[src/rtl/mem_lsu.sv]
// mem_lsu: single-entry memory stage. Holds one op from EX, issues an aligned
// data-memory access when needed, and forwards the RF write to the next stage.
module mem_lsu #(
    parameter int DW = 32,
    parameter int BW = DW / 8
) (
    input  logic          clk,
    input  logic          rst,
    input  logic          in_valid,
    output logic          in_ready,
    input  logic [31:0]   in_pc,
    input  logic          in_rf_we,
    input  logic [4:0]    in_rf_waddr,
    input  logic [DW-1:0] in_ex_result,
    input  logic          in_ld,
    input  logic          in_st,
    input  logic [1:0]    in_size,
    input  logic          in_sign,
    input  logic [DW-1:0] in_st_data,
    output logic          dmem_req,
    input  logic          dmem_gnt,
    output logic [BW-1:0] dmem_we,
    output logic [DW-1:0] dmem_addr,
    output logic [DW-1:0] dmem_wdata,
    input  logic          dmem_rvalid,
    input  logic [DW-1:0] dmem_rdata,
    output logic          out_valid,
    input  logic          out_ready,
    output logic [31:0]   out_pc,
    output logic          out_rf_we,
    output logic [4:0]    out_rf_waddr,
    output logic [DW-1:0] out_rf_wdata,
    output logic          out_misalign,
    output logic          fwd_we,
    output logic [4:0]    fwd_waddr,
    output logic [DW-1:0] fwd_wdata,
    output logic          fwd_pending
);
    localparam int OW = $clog2(BW);

    typedef enum logic [1:0] {IDLE, REQ, WAIT, DONE} state_t;

    state_t        state_q, state_d;
    logic [31:0]   pc_q, pc_d;
    logic          rf_we_q, rf_we_d;
    logic [4:0]    waddr_q, waddr_d;
    logic [DW-1:0] res_q, res_d;      // address/ALU result, replaced by load data
    logic          ld_q, ld_d, st_q, st_d, sign_q, sign_d, mis_q, mis_d;
    logic [1:0]    size_q, size_d;
    logic [DW-1:0] sdata_q, sdata_d;

    logic          accept, mem_in, mis_in;
    logic [OW-1:0] off;
    int            nbytes;
    logic [BW-1:0] be;
    logic [DW-1:0] rep, sh, mask, ld_val;

    assign in_ready = (state_q == IDLE) || (state_q == DONE && out_ready);
    assign accept   = in_valid && in_ready;
    assign mem_in   = in_ld || in_st;

    // Flag incoming memory ops whose address is not naturally aligned
    always_comb begin
        mis_in = 1'b0;
        if (mem_in) begin
            case (in_size)
                2'd1:    mis_in = in_ex_result[0];
                2'd2:    mis_in = |in_ex_result[1:0];
                2'd3:    mis_in = |in_ex_result[2:0];
                default: mis_in = 1'b0;
            endcase
        end
    end

    // Lane enables, store replication and load extraction for the held op
    always_comb begin
        off    = res_q[OW-1:0];
        nbytes = 1 << size_q;
        be     = '1;
        if (nbytes < BW) be = ~({BW{1'b1}} << nbytes);
        be  = be << off;
        rep = '0;
        for (int i = 0; i < BW; i++) rep[i*8 +: 8] = sdata_q[8*(i % nbytes) +: 8];
        sh   = dmem_rdata >> {off, 3'b000};
        mask = '1;
        if (8 * nbytes < DW) mask = ~({DW{1'b1}} << (8 * nbytes));
        // mask & ~(mask >> 1) isolates the sign bit of the selected lane
        ld_val = sh & mask;
        if (sign_q && |(sh & mask & ~(mask >> 1))) ld_val = sh | ~mask;
    end

    // Next state and stage-register contents
    always_comb begin
        state_d = state_q;
        pc_d    = pc_q;
        rf_we_d = rf_we_q;
        waddr_d = waddr_q;
        res_d   = res_q;
        ld_d    = ld_q;
        st_d    = st_q;
        sign_d  = sign_q;
        mis_d   = mis_q;
        size_d  = size_q;
        sdata_d = sdata_q;
        case (state_q)
            REQ:  if (dmem_gnt) state_d = ld_q ? WAIT : DONE;
            WAIT: if (dmem_rvalid) begin
                res_d   = ld_val;
                state_d = DONE;
            end
            DONE: if (out_ready) state_d = IDLE;
            default: ;
        endcase
        if (accept) begin
            pc_d    = in_pc;
            rf_we_d = in_rf_we && !in_st && !mis_in;
            waddr_d = in_rf_waddr;
            res_d   = in_ex_result;
            ld_d    = in_ld;
            st_d    = in_st;
            sign_d  = in_sign;
            mis_d   = mis_in;
            size_d  = in_size;
            sdata_d = in_st_data;
            state_d = (mem_in && !mis_in) ? REQ : DONE;
        end
    end

    // State and stage register, cleared asynchronously by reset
    always_ff @(posedge clk or negedge rst) begin
        if (!rst) begin
            state_q <= IDLE;
            pc_q    <= '0;
            rf_we_q <= 1'b0;
            waddr_q <= '0;
            res_q   <= '0;
            ld_q    <= 1'b0;
            st_q    <= 1'b0;
            sign_q  <= 1'b0;
            mis_q   <= 1'b0;
            size_q  <= '0;
            sdata_q <= '0;
        end else begin
            state_q <= state_d;
            pc_q    <= pc_d;
            rf_we_q <= rf_we_d;
            waddr_q <= waddr_d;
            res_q   <= res_d;
            ld_q    <= ld_d;
            st_q    <= st_d;
            sign_q  <= sign_d;
            mis_q   <= mis_d;
            size_q  <= size_d;
            sdata_q <= sdata_d;
        end
    end

    // Memory request is presented only in REQ, held until granted
    assign dmem_req   = (state_q == REQ);
    assign dmem_we    = (dmem_req && st_q) ? be : '0;
    assign dmem_addr  = dmem_req ? {res_q[DW-1:OW], {OW{1'b0}}} : '0;
    assign dmem_wdata = (dmem_req && st_q) ? rep : '0;

    assign out_valid    = (state_q == DONE);
    assign out_pc       = out_valid ? pc_q : '0;
    assign out_rf_we    = out_valid && rf_we_q;
    assign out_rf_waddr = out_valid ? waddr_q : '0;
    assign out_rf_wdata = out_valid ? res_q : '0;
    assign out_misalign = out_valid && mis_q;

    // Forwarding view of the held op; data is not yet valid while a load is in flight
    assign fwd_we      = (state_q != IDLE) && rf_we_q;
    assign fwd_waddr   = (state_q != IDLE) ? waddr_q : '0;
    assign fwd_wdata   = (state_q != IDLE) ? res_q : '0;
    assign fwd_pending = (state_q == REQ || state_q == WAIT) && ld_q;
endmodule
[config.mk]
export PLATFORM = sky130hd
export DESIGN_NAME = mem_lsu
export DESIGN_NICKNAME = d
export VERILOG_FILES = /design/src/rtl/mem_lsu.sv
export SDC_FILE = /design/constraint.sdc
export NUM_CORES = 1
export LEC_CHECK = 0
export ABC_AREA = 1
export CAP_MARGIN = 0
export CORE_AREA = 5 5 156 158
export DETAILED_ROUTE_END_ITERATION = 7
export DIE_AREA = 0 0 161 163
export PLACE_DENSITY = 0.9
export SYNTH_ARGS = -nofsm -noshare
export SYNTH_HDL_FRONTEND = slang
export SYNTH_SLANG_ARGS = --single-unit
[constraint.sdc]
create_clock -name clk -period 11.6 [get_ports clk]
set_clock_uncertainty 0.2 [all_clocks]
set_input_delay 2.32 -clock clk [delete_from_list [all_inputs] [get_ports clk]]
set_output_delay 2.32 -clock clk [all_outputs]
set_load 0.03 [all_outputs]
# Word level (Yosys, flattened, before mapping)
# Cells that the tools add are included.
# word_totals
word_cells	91
inputBits	145
mem_count	0
latchBits	0
output_inout_bits	181
mem_bits_ro	0
mem_bits_rw	0
regBits	110
# classes
shifts	9
reduce_logical	26
n_addsub	0
n_lt_le_gt_ge	2
n_mul	0
div	4
n_bitwise	7
muxes	23
n_eq_ne	9
# op_table
cell	n
$mux W32	10
$shiftx A32 B32 Y8	4
$and A32 B32 Y32	2
$mod A3 B32 Y32 const A	2
$not A32 Y32	2
$lt A32 B4 Y1 const B	1
$lt A32 B7 Y1 const B	1
$mod A1 B32 Y32 const A	1
$mod A2 B32 Y32 const A	1
$not A31 Y32	1
$or A32 B32 Y32	1
$reduce_or A32 Y1	1
$shl A1 B2 Y32 const A	1
$shl A32 B32 Y32 const A	1
$shl A4 B32 Y4 const A	1
$shr A32 B5 Y32	1
$logic_and A1 B1 Y1	11
$mux W2	5
$mux W5	2
$eq A2 B2 Y1 const B	4
$mux W4	2
$ne A3 B1 Y1 const B	2
$pmux W2 S3	1
$reduce_bool A2 Y1	3
14 further kinds	19

# Logic depth before layout (Yosys ltp)
# Gate-level depths: netlist of run 1.
# logic_depth
word_depth	12
depth_mapped	62

# Least setup slack after synthesis of run 1
# OpenSTA, ideal clock, no wires.
# synth_timing
path_type	flip-flop to output port
startpoint	register size_q[0]
endpoint	output dmem_wdata[7]
arrival_ns	6.996
path_slack_ns	2.084
path_buffers	6
path_stages_with_launch	58
cell_sequence	dfrtp_1 > inv_1 > ha_1 > buf_2 > buf_1 > inv_1 > clkbuf_1 > buf_1 > ha_1 > nand2_1 > nand2_2 > nand3_1 > nand3_2 > nand2_1 > nand3_1 > inv_2 > o21ai_1 > inv_2 > [22 not listed] > inv_4 > nand2_8 > nand3_2 > or2_1 > nand2_2 > a21oi_2 > nand3_2 > nand2_4 > inv_4 > nor2_4 > nor2_1 > nand3_2 > nand2_1 > buf_4 > o21ai_1 > o21ai_1 > inv_1 > nor2_1
# synth_between
elab_chain_len	4
# synth_lines
item	line	rtl
start, declared	49	logic [1:0] size_q, size_d;
start signal, assigned	153	size_q <= size_d;
$shl A1 B2 Y32	78	nbytes = 1 << size_q;
$mod A1 B32 Y32	83	for (int i = 0; i < BW; i++) rep[i*8 +: 8] = sdata_q[8*(i % nbytes) +: 8];
$shiftx A32 B32 Y8	83	
$mux W32	162	assign dmem_wdata = (dmem_req && st_q) ? rep : '0;
end, declared	24	output logic [DW-1:0] dmem_wdata,
# No other way between the ends.

# Worst setup path after layout of run 1
# layout_timing
startpoint	register size_q[1]
endpoint	output dmem_wdata[6]
# The elaborated chain is that of the path after synthesis.

==> out/results.txt, run 1 <==
Complex-gate fraction of the synthesized area: 0.1612
Combinational family with the most area after synthesis: simple AND/OR/NAND/NOR gates
Initial antenna violation count: 0
Floorplan core area: 22,980 µm²
Overall via count from detail_route: 12,280
Worst hold-check path type: reg2reg
Synthesis-stage register bit count: 110
Worst hold margin: 0.2835 ns
Pre-antenna DRT Iters: 5
Final routed DRC violation total: 0
Synthesized cell area: 10,060 µm²
GP Congestion: 0.9644
Number of nets in the layout: 2,114
Adder-cell share of the synthesized area: 0.02488
WL/cell: 17.51 µm
Most instantiated library cell after synthesis: nand2_1
Final period demand of the worst path: 10.53 ns
Critical Path Max Stage Delay: 0.44 ns
Flop-to-flop setup slack: 7.39 ns
Critical Path AT: 8.01 ns
Number of synthesized flops with an enable pin: 0
Fraction of layout cells with a size suffix above 1: 0.06090
Reg-to-Reg Start: size_q[0]
Non-Filler Cell Area, Final: 13,790 µm²
Slew headroom: 0.2375
Placed Cells incl. Taps: 2,228
Commonest cells in the netlist: nand2_1, inv_1, nor2_1, nand3_1, dfrtp_1
Yosys Warn Count: 0
Worst slew pin tran: 1.144 ns
Multiplexer share of the synthesized area: 0
Final WS setup: 1.074 ns
Core Util, Final: 0.6002
Horizontal die dimension: 161 µm
Vias per cell: 5.473
Total negative slack: 0 ns
Unrepaired setup endpoints after global routing: no
Endpoint kind of the worst setup timing path: output pin
Post-CTS Resized: 0
Aggregate routed wire length: 39,280 µm
I/O pins: 326
Post-synthesis cell type with the largest combined area: dfrtp_1
IR Drop Worst-Case VDD: 0.1706 mV
GR Overflow Total: 0
Worst setup path class: reg2out
Area share of and/or/nand/nor cells after synthesis: 0.3940
Final Max Tran Viols: 0
Floorplan die area: 26,240 µm²
Die Y: 163 µm
Standard cell with the maximum stage delay on the critical path: dfrtp_1
Number of global-route vias before repair: 11,520
Worst endpoint required time: 9.08 ns
Number of port buffers: 323
Iteration-0 DRC Markers: 1,468
Startpoint kind of the worst setup timing path: flop
Clock tree root buffer cell: clkbuf_16
Row count: 56
Worst hold stages: 2
Global-route wire length before repair: 61,120 µm
Number of distinct library cells after synthesis: 58
End of the worst register-to-register path: res_q[25]
Depth of the worst register-to-register path: 14
Maximum number of pins on one net before global-route repair: 108
Clock-pin slew on the worst setup and hold paths: 0.07 ns
Count of maximum capacitance violations: 0
Leading register cell type out of synthesis: dfrtp_1
Worst Hold Path EP: pc_q[23]
TritonCTS Sinks: 110
Layout overhead on the synthesized area: 37.13%
HPWL after detailed placement: 30,050 µm
Bufs on Longest Clock Path: 2
Initial cell density of the core: 0.4377
Leakage power of the design: 7.281 nW
Ys async rst share: 1.000
All-Layer GR Usage: 0.2851
Outcome: finished, final reports clean
Deepest level of the CTS H-tree: 3
Post-route clock period utilization: 0.9074
Hold bufs inserted after CTS: 0
Buffers inserted by post-CTS timing repair: 0
CTS Buf Count: 9
Post-synthesis cell count: 1,682
Final Total Pwr: 4.892 mW
Placed inst area: 13,450 µm²
Antenna diodes: 0
Worst Setup Slack post-DPL: 1.005 ns
TritonCTS clock tree: built
Endpoints failing setup: 0
Xor/xnor share of the synthesized area: 0.003483
Fin. Hold Viols: 0
Area share of the largest cell type after synthesis: 0.2736
Number of nets with antenna violations after routing: 0
Cell Count, Final, Fillers Out: 2,244
Clock latency on the worst-skew pair: 0.37 ns
Startpoint of the lowest-slack hold path: pc_q[23]
PD cells: 354.7 nW/µm²
Register area share after synthesis: 0.2736
Highest achievable clock rate: 95.00 MHz
Avg Cell Area, Syn: 5.981 µm²
Worst Path Max Fanout: 12
Biggest area contributors in the synthesized netlist: dfrtp_1, nand2_1, inv_1
==> state kept, by name, summed over array words and instances, names as in the netlist <==
register / count
sdata_q: 32
ld_q: 1
waddr_q: 5
res_q: 32
st_q: 1
sign_q: 1
rf_we_q: 1
state_q: 2
mis_q: 1
size_q: 2
pc_q: 32
==> cell usage in the layout, fill, tap and decap left out, drive strengths merged, types with 4 or more instances in the layout <==
cell | netlist | final
ha | 20 | 20
clkbuf | 66 | 9
buf | 22 | 21
or2 | 9 | 9
a211oi | 4 | 4
o21ai | 133 | 133
o22ai | 23 | 23
dfrtp | 110 | 110
clkdlybuf4s50 | 0 | 314
o211ai | 33 | 33
dlymetal6s2s | 0 | 8
inv | 276 | 279
nor3 | 9 | 9
clkinv | 2 | 6
nor2 | 163 | 163
nand3 | 121 | 121
nand2 | 573 | 573
o221ai | 6 | 6
a2111oi | 4 | 4
a21oi | 43 | 43
nand4 | 31 | 31
==> metal layers <==
metal / global-route usage / routed length [µm] / vias up / share of wire
met5: 0 / 0 / - / 0
met4: 0.06514 / 766 / 0 / 0.019
met3: 0.07036 / 4070 / 77 / 0.10
met2: 0.4653 / 18360 / 679 / 0.47
met1: 0.3847 / 16080 / 5700 / 0.41
li1: - / - / 5825 / -
==> kinds of logic (layout without fill, tap and decap cells) <==
family / count (synthesis) / in the layout
xor+xnor: 4 / 4
flops: 110 / 110
other cells: 1 / 2
simple gates: 913 / 913
fa+ha+maj: 20 / 20
compound gates: 268 / 268
buf+inv: 366 / 637
==> worst max-delay path by stage <==
| stage | start | endpoint | slack [ns] | depth (start not counted) |
|---|---|---|---|---|
| final | size_q[1] | dmem_wdata[6] | 1.07 | 53 |
| after global routing | size_q[1] | dmem_wdata[5] | 0.27 | 53 |
| after CTS | size_q[0] | dmem_wdata[7] | 0.58 | 48 |
| after detailed placement | size_q[0] | dmem_wdata[7] | 1.00 | 48 |
| after global placement | size_q[0] | dmem_wdata[7] | 1.17 | 50 |
| after floorplan | size_q[0] | dmem_wdata[7] | 2.08 | 57 |
==> critical path, delay by kind of cell, from the launching register on <==
kind	cells	cell delay, ns
compound gates	3	0.28
fa+ha+maj	2	0.60
buf+inv	13	1.58
flops	1	0.44
simple gates	35	4.69
==> area by class of cell <==
cell class | count | area, µm²
Fill cell | 2072 | 9188
Multi-Input combinational cell | 1207 | 5903
Timing Repair Buffer | 343 | 3401
Sequential cell | 110 | 2753
Inverter | 278 | 1059
Tap cell | 290 | 362.8
Clock buffer | 9 | 225.2
Clock inverter | 7 | 91.34
==> where the power goes <==
group	switching (mW)	internal (mW)	leakage (nW)
logic	2.59	1.24	5.76
clock network	0.175	0.157	0.152
registers	0.165	0.564	1.37
total	2.93	1.96	7.28
No activity file was read; power rests on OpenSTA's default activity.
==> inputs of run 2 (changes only) <==
==> config.mk (replaced) <==
export PLATFORM = sky130hd
export DESIGN_NAME = mem_lsu
export DESIGN_NICKNAME = d
export VERILOG_FILES = /design/src/rtl/mem_lsu.sv
export SDC_FILE = /design/constraint.sdc
export NUM_CORES = 1
export LEC_CHECK = 0
export CAP_MARGIN = 0
export CORE_AREA = 5 5 151 153
export DETAILED_ROUTE_END_ITERATION = 7
export DIE_AREA = 0 0 156 158
export PLACE_DENSITY = 0.91
export SYNTH_ARGS = -nofsm -noshare
export SYNTH_HDL_FRONTEND = slang
export SYNTH_SLANG_ARGS = --single-unit
==> run 2 against run 1 <==
  * Register-to-register slack got worse by 0.50 ns
  * Combinational power is 9.7% lower
  * Final area fell by 4.9%
  * Worst hold slack got worse by 0.0037 ns
  * Non-clock buffer count is 10 lower
  * Final cell count decreased by 19%
  * Utilization rose by 1.3 points
  * Fmax down 4.1%
  * Total power shrank 6.9%
  * Largest power group unchanged
  * Highest routed layer unchanged
==> out/results.txt, run 2 <==
IR Drop Worst-Case VDD: 0.2192 mV
Overall via count from detail_route: 10,880
Synthesis-stage register bit count: 110
Number of synthesized flops with an enable pin: 0
Final period demand of the worst path: 10.98 ns
Endpoint kind of the worst setup timing path: output pin
Worst hold margin: 0.2798 ns
Endpoints failing setup: 0
Most frequent standard cell in the layout excluding fill and tap cells: nand2_1
Outcome: finished, final reports clean
Clock tree root buffer cell: clkbuf_16
Ys async rst share: 1.000
Worst hold-check path type: reg2reg
Row count: 54
Post-synthesis cell count: 1,279
Number of nets in the layout: 1,700
Number of distinct library cells after synthesis: 85
Final Max Tran Viols: 0
I/O pins: 326
Placed inst area: 12,760 µm²
Met2 wire len: 17,510 µm
Switching component of the power: 2.550 mW
Post-synthesis cell type with the largest combined area: dfrtp_1
Most frequent cells in the layout: nand2_1, clkdlybuf4s50_1, dfrtp_1
GR Overflow Total: 0
Worst Setup Slack post-DPL: 0.8786 ns
GP Congestion: 0.9624
Area share of the largest cell type after synthesis: 0.2914
TritonCTS clock tree: built
Synthesized cell area: 9447 µm²
Buffers inserted by post-CTS timing repair: 0
Fraction of layout cells with a size suffix above 1: 0.05000
Core Util, Final: 0.6128
Avg Cell Area, Syn: 7.386 µm²
Largest registers: pc_q: 32 flops, res_q: 32 flops, sdata_q: 32 flops
Bufs on Longest Clock Path: 2
All-Layer GR Usage: 0.2941
Number of nets with antenna violations after routing: 0
Iteration-0 DRC Markers: 944
CTS Buf Count: 9
Number of port buffers: 323
Biggest area contributors in the synthesized netlist: dfrtp_1, nand2_1, and2_1
Final routed DRC violation total: 0
Routed met1 length: 14,720 µm
Unrepaired setup endpoints after global routing: no
WL/cell: 20.66 µm
Yosys Warn Count: 0
Sequential power share: 0.163
PD cells: 346.8 nW/µm²
Met3 wire length: 3873 µm
Cell Count, Final, Fillers Out: 1,820
Worst slew pin tran: 1.205 ns
Aggregate routed wire length: 37,600 µm
Deepest level of the CTS H-tree: 3
Combinational fraction of design power: 0.760
Leakage power of the design: 5.626 nW
Layout overhead on the synthesized area: 38.94%
Number of global-route vias before repair: 10,450
Leading register cell type out of synthesis: dfrtp_1
Count of maximum capacitance violations: 0
Initial antenna violation count: 0
Internal power component: 2.003 mW
Non-Filler Cell Area, Final: 13,130 µm²
Die Y: 158 µm
Critical Path AT: 8.46 ns
Floorplan core area: 21,420 µm²
Initial cell density of the core: 0.4411
Commonest cells in the netlist: nand2_1, and2_1, dfrtp_1, nor2_1, clkbuf_1
Final Total Pwr: 4.552 mW
Floorplan die area: 24,650 µm²
Placed Cells incl. Taps: 1,804
Post-route clock period utilization: 0.9467
Global-route wire length before repair: 58,330 µm
Startpoint kind of the worst setup timing path: flop
Vias per cell: 5.979
Worst Path Max Fanout: 18
Pre-antenna DRT Iters: 6
Clock latency on the worst-skew pair: 0.36 ns
Horizontal die dimension: 156 µm
HPWL after detailed placement: 28,230 µm
Worst setup path class: reg2out
Highest achievable clock rate: 91.06 MHz
Total negative slack: 0 ns
Slew headroom: 0.1912
Fin. Hold Viols: 0
Maximum number of pins on one net before global-route repair: 90
Clock-pin slew on the worst setup and hold paths: 0.08 ns
Final WS setup: 0.6188 ns
TritonCTS Sinks: 110
Antenna diodes: 0
Worst endpoint required time: 9.08 ns
Clock group share of total power: 0.077
Register area share after synthesis: 0.2914
Most instantiated library cell after synthesis: nand2_1
Highest Signal Layer: met4
Sw Share: 0.5601
Hold bufs inserted after CTS: 0
[run 2: power by group through the flow]
stage | Sequential (mW) | Clock (mW) | Combinational, mW
after floorplan | 0.658 | 0 | 2.41
after CTS | 0.729 | 0.357 | 3.38
after detailed placement | 0.734 | 0 | 3.36
after global placement | 0.723 | 0 | 3.34
after global routing | 0.756 | 0.373 | 3.72
final | 0.741 | 0.350 | 3.46
[run 2: final timing paths]
path,start,endpoint,slack (ns),depth (start not counted)
max,size_q[0],dmem_wdata[2],0.62,22
max reg2reg,size_q[0],res_q[31],6.89,12
min in group asynchronous,rst,res_q[4],1.71,1
min reg2reg,pc_q[13],pc_q[13],0.28,2
max in group asynchronous,rst,sdata_q[1],8.12,2
min,pc_q[13],pc_q[13],0.28,2
[run 2: logic make-up (layout without fill, tap and decap cells)]
kind of cell | count (synthesis) | in the layout | synth area share
buffers and inverters | 119 | 379 | 0.05046
other | 1 | 2 | 0.0003970
DFF | 110 | 110 | 0.2914
adders and majority gates | 20 | 20 | 0.02649
and+or+nand+nor | 680 | 680 | 0.3375
muxes | 47 | 47 | 0.06437
AOI/OAI and AO/OA | 302 | 302 | 0.2294
[run 2: timing repair]
action                                  CTS  global route
gates resized for setup                   0             5
endpoints found under the hold margin     0             0
endpoints found under the setup margin    0             8
[run 2: layout make-up]
type / count / area (µm²)
repair buffers: 333 / 3306
well taps: 280 / 350.3
flip-flops and latches: 110 / 2753
multi-input cells: 1051 / 6266
clock inverters: 7 / 112.6
inverters: 30 / 112.6
fillers: 1794 / 8293
clock buffers: 9 / 225.2
[run 2: worst max-delay path: stages, from the launching register on]
cell and delay [ns]:
dfrtp_1 0.45, inv_1 0.18, ha_1 0.19, clkinv_1 0.50, ha_1 0.59, o21a_4 0.31, or3_1 0.45, a21oi_1 0.30
a21oi_1 0.21, or4_1 0.66, a221o_1 0.39, o2bb2ai_2 0.20, a31oi_1 0.20, or4_1 0.61, o21ai_2 0.37, a311oi_4 0.19
o21ai_2 0.32, nand2_1 0.20, a21boi_1 0.18, o31ai_2 0.24, a41oi_2 0.28, a211oi_1 0.33, clkdlybuf4s50_1 0.73
[run 2: layer usage]
layer  GRT usage  vias up
li1            -     4966
met4      0.1059        0
met2      0.4724      654
met3     0.08502      125
met5           0        -
met1      0.3789     5137
